$ cat src/rtl/dma_reader.sv
// AXI3 burst read master: fetches NUM_BYTES from BASE_ADDR in 16-beat INCR bursts into a FWFT FIFO.
// Build option: define DMA_READER_ERR_ABORT_EN to end the transfer after a burst that carried an error response.
module dma_reader #(
   parameter logic [31:0] BASE_ADDR  = 32'h1F00_0000,
   parameter logic [31:0] NUM_BYTES  = 32'h000C_3500,
   parameter int unsigned FIFO_DEPTH = 32
) (
   input  logic        aclk,
   input  logic        rst_ni,
   output logic [31:0] m_axi_araddr,
   output logic        m_axi_arvalid,
   input  logic        m_axi_arready,
   output logic [3:0]  m_axi_arlen,
   output logic [2:0]  m_axi_arsize,
   output logic [1:0]  m_axi_arburst,
   input  logic [63:0] m_axi_rdata,
   input  logic [1:0]  m_axi_rresp,
   input  logic        m_axi_rlast,
   input  logic        m_axi_rvalid,
   output logic        m_axi_rready,
   input  logic        enable_i,
   output logic [63:0] data_o,
   output logic        valid_o,
   input  logic        ready_i,
   output logic        finished_o,
   output logic        error_o
);

   // state  | meaning
   // IDLE   | waiting for the first enable rising edge after reset
   // ADDR   | presenting a burst address once the FIFO can hold 16 beats
   // DATA   | accepting the beats of the single outstanding burst
   // DONE   | region fetched (or aborted); finished_o once the FIFO drains
   typedef enum logic [1:0] {S_IDLE, S_ADDR, S_DATA, S_DONE} state_e;

   localparam int unsigned      PTR_W     = $clog2(FIFO_DEPTH);
   localparam int unsigned      CNT_W     = PTR_W + 1;
   localparam logic [CNT_W-1:0] AR_THRESH = CNT_W'(FIFO_DEPTH - 16);
   localparam logic [32:0]      END_ADDR  = {1'b0, BASE_ADDR} + {1'b0, NUM_BYTES};
   localparam logic [28:0]      NUM_BEATS = NUM_BYTES[31:3];

   state_e             state_q, state_d;
   logic [2:0]         en_sync_q, en_sync_d;
   logic [31:0]        addr_q, addr_d;
   logic [28:0]        beats_left_q, beats_left_d;
   logic [3:0]         beat_cnt_q, beat_cnt_d;
   logic               arvalid_q, arvalid_d;
   logic               rready_q, rready_d;
   logic               finished_q, finished_d;
   logic               error_q, error_d;
   logic [PTR_W-1:0]   wr_ptr_q, wr_ptr_d;
   logic [PTR_W-1:0]   rd_ptr_q, rd_ptr_d;
   logic [CNT_W-1:0]   cnt_q, cnt_d;
   logic [63:0]        mem_q [FIFO_DEPTH];

   logic               start;
   logic               push;
   logic               pop;
   logic               beat_err;
   logic               last_beat;
   logic               abort;
   logic               clear;
   logic [32:0]        next_addr;

   assign start     = en_sync_q[1] & ~en_sync_q[2];
   assign push      = m_axi_rvalid & rready_q;
   assign valid_o   = (cnt_q != '0);
   assign pop       = valid_o & ready_i;
   assign beat_err  = push & (m_axi_rresp != 2'b00);
   assign last_beat = push & (m_axi_rlast | (beat_cnt_q == 4'd15));
   assign next_addr = {1'b0, addr_q} + 33'd128;

`ifdef DMA_READER_ERR_ABORT_EN
   assign abort = error_q | beat_err;
`else
   assign abort = 1'b0;
`endif

   always_comb begin
      en_sync_d    = {en_sync_q[1:0], enable_i};
      state_d      = state_q;
      addr_d       = addr_q;
      beats_left_d = beats_left_q;
      beat_cnt_d   = beat_cnt_q;
      error_d      = error_q;
      clear        = 1'b0;

      case (state_q)
         S_IDLE, S_DONE: begin
            if (start) begin
               state_d      = S_ADDR;
               addr_d       = BASE_ADDR;
               beats_left_d = NUM_BEATS;
               error_d      = 1'b0;
               clear        = 1'b1;
            end
         end
         S_ADDR: begin
            if (arvalid_q && m_axi_arready) begin
               state_d    = S_DATA;
               beat_cnt_d = 4'd0;
            end
         end
         S_DATA: begin
            if (push) begin
               beat_cnt_d = beat_cnt_q + 4'd1;
               if (beats_left_q != '0) begin
                  beats_left_d = beats_left_q - 29'd1;
               end
               if (last_beat) begin
                  addr_d = next_addr[31:0];
                  if ((next_addr >= END_ADDR) || (beats_left_d == '0) || abort) begin
                     state_d = S_DONE;
                  end else begin
                     state_d = S_ADDR;
                  end
               end
            end
         end
         default: state_d = S_IDLE;
      endcase

      if (beat_err) begin
         error_d = 1'b1;
      end

      wr_ptr_d = wr_ptr_q;
      rd_ptr_d = rd_ptr_q;
      cnt_d    = cnt_q;
      if (clear) begin
         wr_ptr_d = '0;
         rd_ptr_d = '0;
         cnt_d    = '0;
      end else begin
         if (push) begin
            wr_ptr_d = wr_ptr_q + PTR_W'(1);
         end
         if (pop) begin
            rd_ptr_d = rd_ptr_q + PTR_W'(1);
         end
         case ({push, pop})
            2'b10:   cnt_d = cnt_q + CNT_W'(1);
            2'b01:   cnt_d = cnt_q - CNT_W'(1);
            default: cnt_d = cnt_q;
         endcase
      end

      // Only request a burst while the whole 16 beats are guaranteed to fit.
      arvalid_d  = (state_d == S_ADDR) && (cnt_d <= AR_THRESH);
      rready_d   = (state_d == S_DATA);
      finished_d = (state_d == S_DONE) && (cnt_d == '0);
   end

   always_ff @(posedge aclk or negedge rst_ni) begin
      if (!rst_ni) begin
         state_q      <= S_IDLE;
         en_sync_q    <= '0;
         addr_q       <= BASE_ADDR;
         beats_left_q <= '0;
         beat_cnt_q   <= '0;
         arvalid_q    <= 1'b0;
         rready_q     <= 1'b0;
         finished_q   <= 1'b0;
         error_q      <= 1'b0;
         wr_ptr_q     <= '0;
         rd_ptr_q     <= '0;
         cnt_q        <= '0;
      end else begin
         state_q      <= state_d;
         en_sync_q    <= en_sync_d;
         addr_q       <= addr_d;
         beats_left_q <= beats_left_d;
         beat_cnt_q   <= beat_cnt_d;
         arvalid_q    <= arvalid_d;
         rready_q     <= rready_d;
         finished_q   <= finished_d;
         error_q      <= error_d;
         wr_ptr_q     <= wr_ptr_d;
         rd_ptr_q     <= rd_ptr_d;
         cnt_q        <= cnt_d;
      end
   end

   always_ff @(posedge aclk) begin
      if (push) begin
         mem_q[wr_ptr_q] <= m_axi_rdata;
      end
   end

   assign m_axi_araddr  = addr_q;
   assign m_axi_arvalid = arvalid_q;
   assign m_axi_arlen   = 4'd15;
   assign m_axi_arsize  = 3'd3;
   assign m_axi_arburst = 2'b01;
   assign m_axi_rready  = rready_q;
   assign data_o        = valid_o ? mem_q[rd_ptr_q] : 64'd0;
   assign finished_o    = finished_q;
   assign error_o       = error_q;

endmodule
$ cat config.mk
export PLATFORM = sky130hd
export DESIGN_NAME = dma_reader
export DESIGN_NICKNAME = d
export VERILOG_FILES = /design/src/rtl/dma_reader.sv
export SDC_FILE = /design/constraint.sdc
export NUM_CORES = 2
export LEC_CHECK = 0
export ABC_AREA = 1
export BUFFER_PORTS_ARGS = -buffer_cell sky130_fd_sc_hd__clkbuf_2
export CAP_MARGIN = 20
export CORE_ASPECT_RATIO = 1.75
export CORE_UTILIZATION = 35
export CTS_CLUSTER_SIZE = 8
export DETAILED_ROUTE_END_ITERATION = 8
export GPL_TIMING_DRIVEN = 0
export PLACE_DENSITY = 0.53
export REMOVE_ABC_BUFFERS = 1
export SLEW_MARGIN = 20
export SYNTH_ARGS = -nofsm -noshare
export SYNTH_HDL_FRONTEND = slang
export SYNTH_SLANG_ARGS = --single-unit
$ cat constraint.sdc
create_clock -name aclk -period 13.4 [get_ports aclk]
set_clock_uncertainty 0.1 [all_clocks]
set_input_delay 0 -clock aclk [delete_from_list [all_inputs] [get_ports aclk]]
set_output_delay 0 -clock aclk [all_outputs]
set_load 0.02 [all_outputs]
After elaboration in Yosys (flattened, before gate mapping):

Memory sizes are Yosys's and may differ from the RTL's.
Cells that the tools add are included.

* bits in registers: 90
* bits in writable memories: 2048
* bits of input ports: 73
* output and inout bits: 110
* logic and storage cells: 96
* memories kept: 1

Memories
* mem_q: depth 32, width 64, read ports 1, clocked after memory_dff 0, wr ports 1, RTL line 54 `logic [63:0] mem_q [FIFO_DEPTH];`

* $add $sub $neg: 7
* magnitude comparators: 2
* equality and inequality tests: 13
* multiplexer cells: 33
* bitwise operators: 7
* reduce and logical (&&, ||, !) cells: 21

Operators with widths (count)
* $mux W29: 5
* $mux W32: 3
* $mux W64: 1
* $pmux W32 S2: 1
* $pmux W29 S2: 1
* $add A32 B8 Y33 const B: 1
* $ge A33 B29 Y1 const B: 1
* $logic_not A29 Y1: 1
* $reduce_bool A29 Y1: 1
* $sub A29 B1 Y29 const B: 1
* $mux W5: 4
* $reduce_bool A2 Y1: 7
* $pmux W6 S2: 1
* $add A5 B1 Y5 const B: 2
* $eq A2 B2 Y1 const B: 5
* $mux W2: 5
* $mux W4: 2
* $ne A2 B2 Y1 const B: 4
* $pmux W4 S2: 1
* $mux W1: 7
* $add A6 B1 Y6 const B: 1
* $eq A2 B1 Y1 const B: 3
* $le A6 B5 Y1 const B: 1
* $logic_not A6 Y1: 1
* other kinds (16): 23

Depth between registers and ports, before layout:

* word-level depth: 12
* gate-level depth with buffers: 20

Worst setup path before layout:

No wires, ideal clock.

* kind: register to register
* from: register rready_q, in the netlist m_axi_rready
* to: memory mem_q[31][0], enable pin
* arrival: 5456 ps
* data required time: 12734 ps
* slack: 7278 ps
* cell stages (with the launch flop): 7
* buffers on the path: 0
* cells stage by stage: dfrtp_1 > nand2_1 > inv_1 > nand2_1 > nor2_1 > inv_1 > nor3_1

* word-level cells in the longest chain between the ends: 3

RTL lines
* start: declaration: RTL line 48 `logic rready_q, rready_d;`
* start signal: assignment: RTL line 175 `rready_q <= rready_d;`
* $and A1 B1 Y1: RTL line 66 `assign push = m_axi_rvalid & rready_q;`
* $mux W1: RTL line 185 `if (push) begin`
* $mux W1 (not written as such): RTL line 186 `mem_q[wr_ptr_q] <= m_axi_rdata;`
* end: declaration: RTL line 54

Every way passes these cells.

Worst setup path in the final report:

* from: register rd_ptr_q[0]
* to: output data_o[0]

* word-level cells in the longest chain between the ends: 2

RTL lines
* start: declaration: RTL line 52 `logic [PTR_W-1:0] rd_ptr_q, rd_ptr_d;`
* start signal: assignment: RTL line 179 `rd_ptr_q <= rd_ptr_d;`
* $mem_v2 Z32 W64
* $mux W64: RTL line 196 `assign data_o = valid_o ? mem_q[rd_ptr_q] : 64'd0;`
* end: declaration: RTL line 22 `output logic [63:0] data_o,`

Every way passes these cells.

==> metrics.txt <==
# IOs about 180; worst setup margin about 7.3 ns; NetSw 7.22 mW; Critical Path RT 13.30 ns; Max Fclk 163 MHz; Wirelength per Cell between 20 and 30 um; Slowest-stage cell, CP a211oi_1; crit share post-route 0.457; Setup Slack @ Placement between 7 and 8 ns; ys async rst share 0.0389; Leak 33.1 nW; Synth area leaders edfxtp_1 (73%), o21ai_0 (6.4%), nor2_1 (5.3%); HP Class in -> reg; clk buf depth 4; EDFF count, synth between 2000 and 2500; DRT antenna net count 0; Root Buffer clkbuf_16; initial cell density of the core 0.352; met2 WL 125 mm; Internal Pwr Total between 10 and 15 mW; CP Capture Type primary output; most used cell, CP buf_16; global placement routability congestion approximately 0.85; CP Class reg -> out; clock-pin slew on the worst setup and hold paths roughly 0.050 ns; Mean Syn Cell Area between 10 and 15 um2; # nets final approximately 7000; Worst VDD drop around 160 uV; predominant post-synthesis flop cell edfxtp_1; chip width 373 um; worst-margin pin slew roughly 0.95 ns; Synth Register Bits 2131; Syn Std Cell Area between 80000 and 90000 um2; via count 55900; clock share of power 0.328; number of library cell types mapped by synthesis 48; Area Overhead vs Synth 20.6%; Site Rows roughly 240; antenna violations before repair 13; initial detailed-routing violation count between 5000 and 6000; CTS resizes 0; fin cells a little under 10000; total global routing overflow 0; Reg power frac 0.361; crit-path max cell delay approximately 0.8 ns; Inst Count DP 9493; Metal-1 WL between 100 and 150 mm; later-pin clock latency in the skew report roughly 0.82 ns; H-tree levels 5; Yosys top cell by area edfxtp_1; setup violators final 0; Routed WL approximately 250 mm; First-pass DRT Iterations 6; Die ar. 243000 um2; top cells by count, synth edfxtp_1 (2048), nor2_1 (1191), o21ai_0 (1086); share of layout cells above drive strength 1 0.124; port bufs between 150 and 200; first-pass GRT wire length about 370 mm; # DRC 0; most common cell in the netlist edfxtp_1; CP Max Fanout around 170; critical path data arrival time around 6.0 ns; min Tclk post-route about 6.1 ns; Num CTS Buffers a little over 300; area share of the largest cell type after synthesis 0.729; Fin. Hold Viols 0; max cap viols 0; number of global-route vias before repair 55200; CTS Sinks ~2100; GRT Util Overall 0.201; Via density around 5.6; Sum Neg Setup Slack 0 ns; sequential area share after synthesis 0.754; Vert. Die Dim 651 um; Top Layer Used met5; met3 wire len about 16 mm; CORE AREA 240000 um2; Worst setup SP type register; Sw Ratio 0.348; placed wire-length estimate 153 mm; Gate power share 0.311; CP Cell Sequence buf_12 > buf_16 > clkinv_8 > buf_16 > buf_16 > buf_16 > buf_16 > o21ai_0 > o221ai_1 > o211ai_1 > a211oi_1 > clkbuf_2; CTS tree yes; Slew HR 0.363; Synth Instances 6392; Slew Viols, Final 0; synth warn 0; cts hold-fix bufs ~80; postcts setup bufs 0; largest net degree at the start of global routing ~180; Cell Pwr Density 204 nW/um2; RSZ-0062 raised after global routing no; status finished clean
[cell type report]
type	instances	area [um2]
inverters	104	437
fillers	21200	138000
flip-flops and latches	2131	63600
well taps	3120	3900
clock inverters	12	149
multi-input cells	3711	18700
repair buffers	505	6860
clock buffers	346	8030
diodes	3	7.51
[worst max-delay path: cells and delay by family, from the launching register on]
family / cells / cell delay, ns
AO/OA/AOI/OAI: 4 / 1.30
buffers and inverters: 8 / 2.98
flip-flops: 1 / 0.64
[final timing paths]
| check | slack (ns) | cells after the start | to | from |
|---|---|---|---|---|
| worst max-delay path | 7.28 | 12 | data_o[0] | rd_ptr_q[0]$_DFFE_PN0P_ |
| worst min-delay path | 0.06 | 4 | rd_ptr_q[0]$_DFFE_PN0P_ | ready_i |
| worst max register to register | 9.58 | 20 | m_axi_arvalid$_DFF_PN0_ | beats_left_q[0]$_DFFE_PN0P_ |
| worst min register to register | 0.26 | 0 | en_sync_q[1]$_DFF_PN0_ | en_sync_q[0]$_DFF_PN0_ |
| max in group asynchronous | 12.55 | 4 | rd_ptr_q[0]$_DFFE_PN0P_ | rst_ni |
| min in group asynchronous | 0.20 | 3 | m_axi_araddr[25]$_DFFE_PN1P_ | rst_ni |
[sequential cells by signal, summed over array words and instances (netlist names), 3 cells and up]
name / cells
beats_left_q: 29
cnt_q: 6
wr_ptr_q: 5
mem_q: 2048
beat_cnt_q: 4
en_sync_q: 3
m_axi_araddr: 25
rd_ptr_q: 5
[cell families (layout without fill, tap and decap cells)]
group	Yosys count	count (layout)	share of synthesized area
AOI/OAI and AO/OA	1855	1855	0.128
buffers and inverters	564	967	0.0276
xor gates and xnor gates	37	37	0.00384
DFF	2131	2131	0.754
and+or+nand+nor	1787	1787	0.0847
other	2	19	0.0000890
adders and majority gates	16	16	0.00246
[placed cells by master (no fill, tap or decap), types with 77 or more instances in the layout]
| cell | n |
|---|---|
| buf_16 | 96 |
| o221ai_1 | 195 |
| buf_12 | 99 |
| clkbuf_16 | 316 |
| a21oi_1 | 92 |
| clkbuf_2 | 165 |
| inv_1 | 89 |
| nand3_1 | 168 |
| nor2_1 | 1161 |
| dlygate4sd3_1 | 77 |
| edfxtp_1 | 2048 |
| o21ai_0 | 1086 |
| o22ai_1 | 336 |
| nand2_1 | 336 |
[per-layer routing]
layer  global-route usage  up-vias
li1                     -    24600
met5                    0        -
met3               0.0312      496
met1                0.257    28600
met2                0.345     2125
met4               0.0719       16
[power by group through the flow]
stage,logic [mW],clock network [mW],registers (mW)
6_report,6.45,6.80,7.48
5_1_grt,7.05,7.18,7.48
3_5_place_dp,6.46,0,7.60
2_1_floorplan,3.83,0,7.92
3_3_place_gp,4.91,0,8.14
4_1_cts,6.50,6.93,7.48
[metrics by stage]
step | utilization | hold slack [ns] | power, mW | cell area (um2)
3_3_place_gp | 0.364 | 0.0150 | 13.0 | 87200
5_1_grt | 0.424 | 0.0893 | 21.7 | 102000
6_report | 0.424 | 0.0603 | 20.7 | 102000
3_5_place_dp | 0.387 | 0.0101 | 14.1 | 92700
4_1_cts | 0.424 | 0.00621 | 20.9 | 102000
2_1_floorplan | - | -0.396 | 11.7 | 82500
Power figures use the tool's default switching activity.
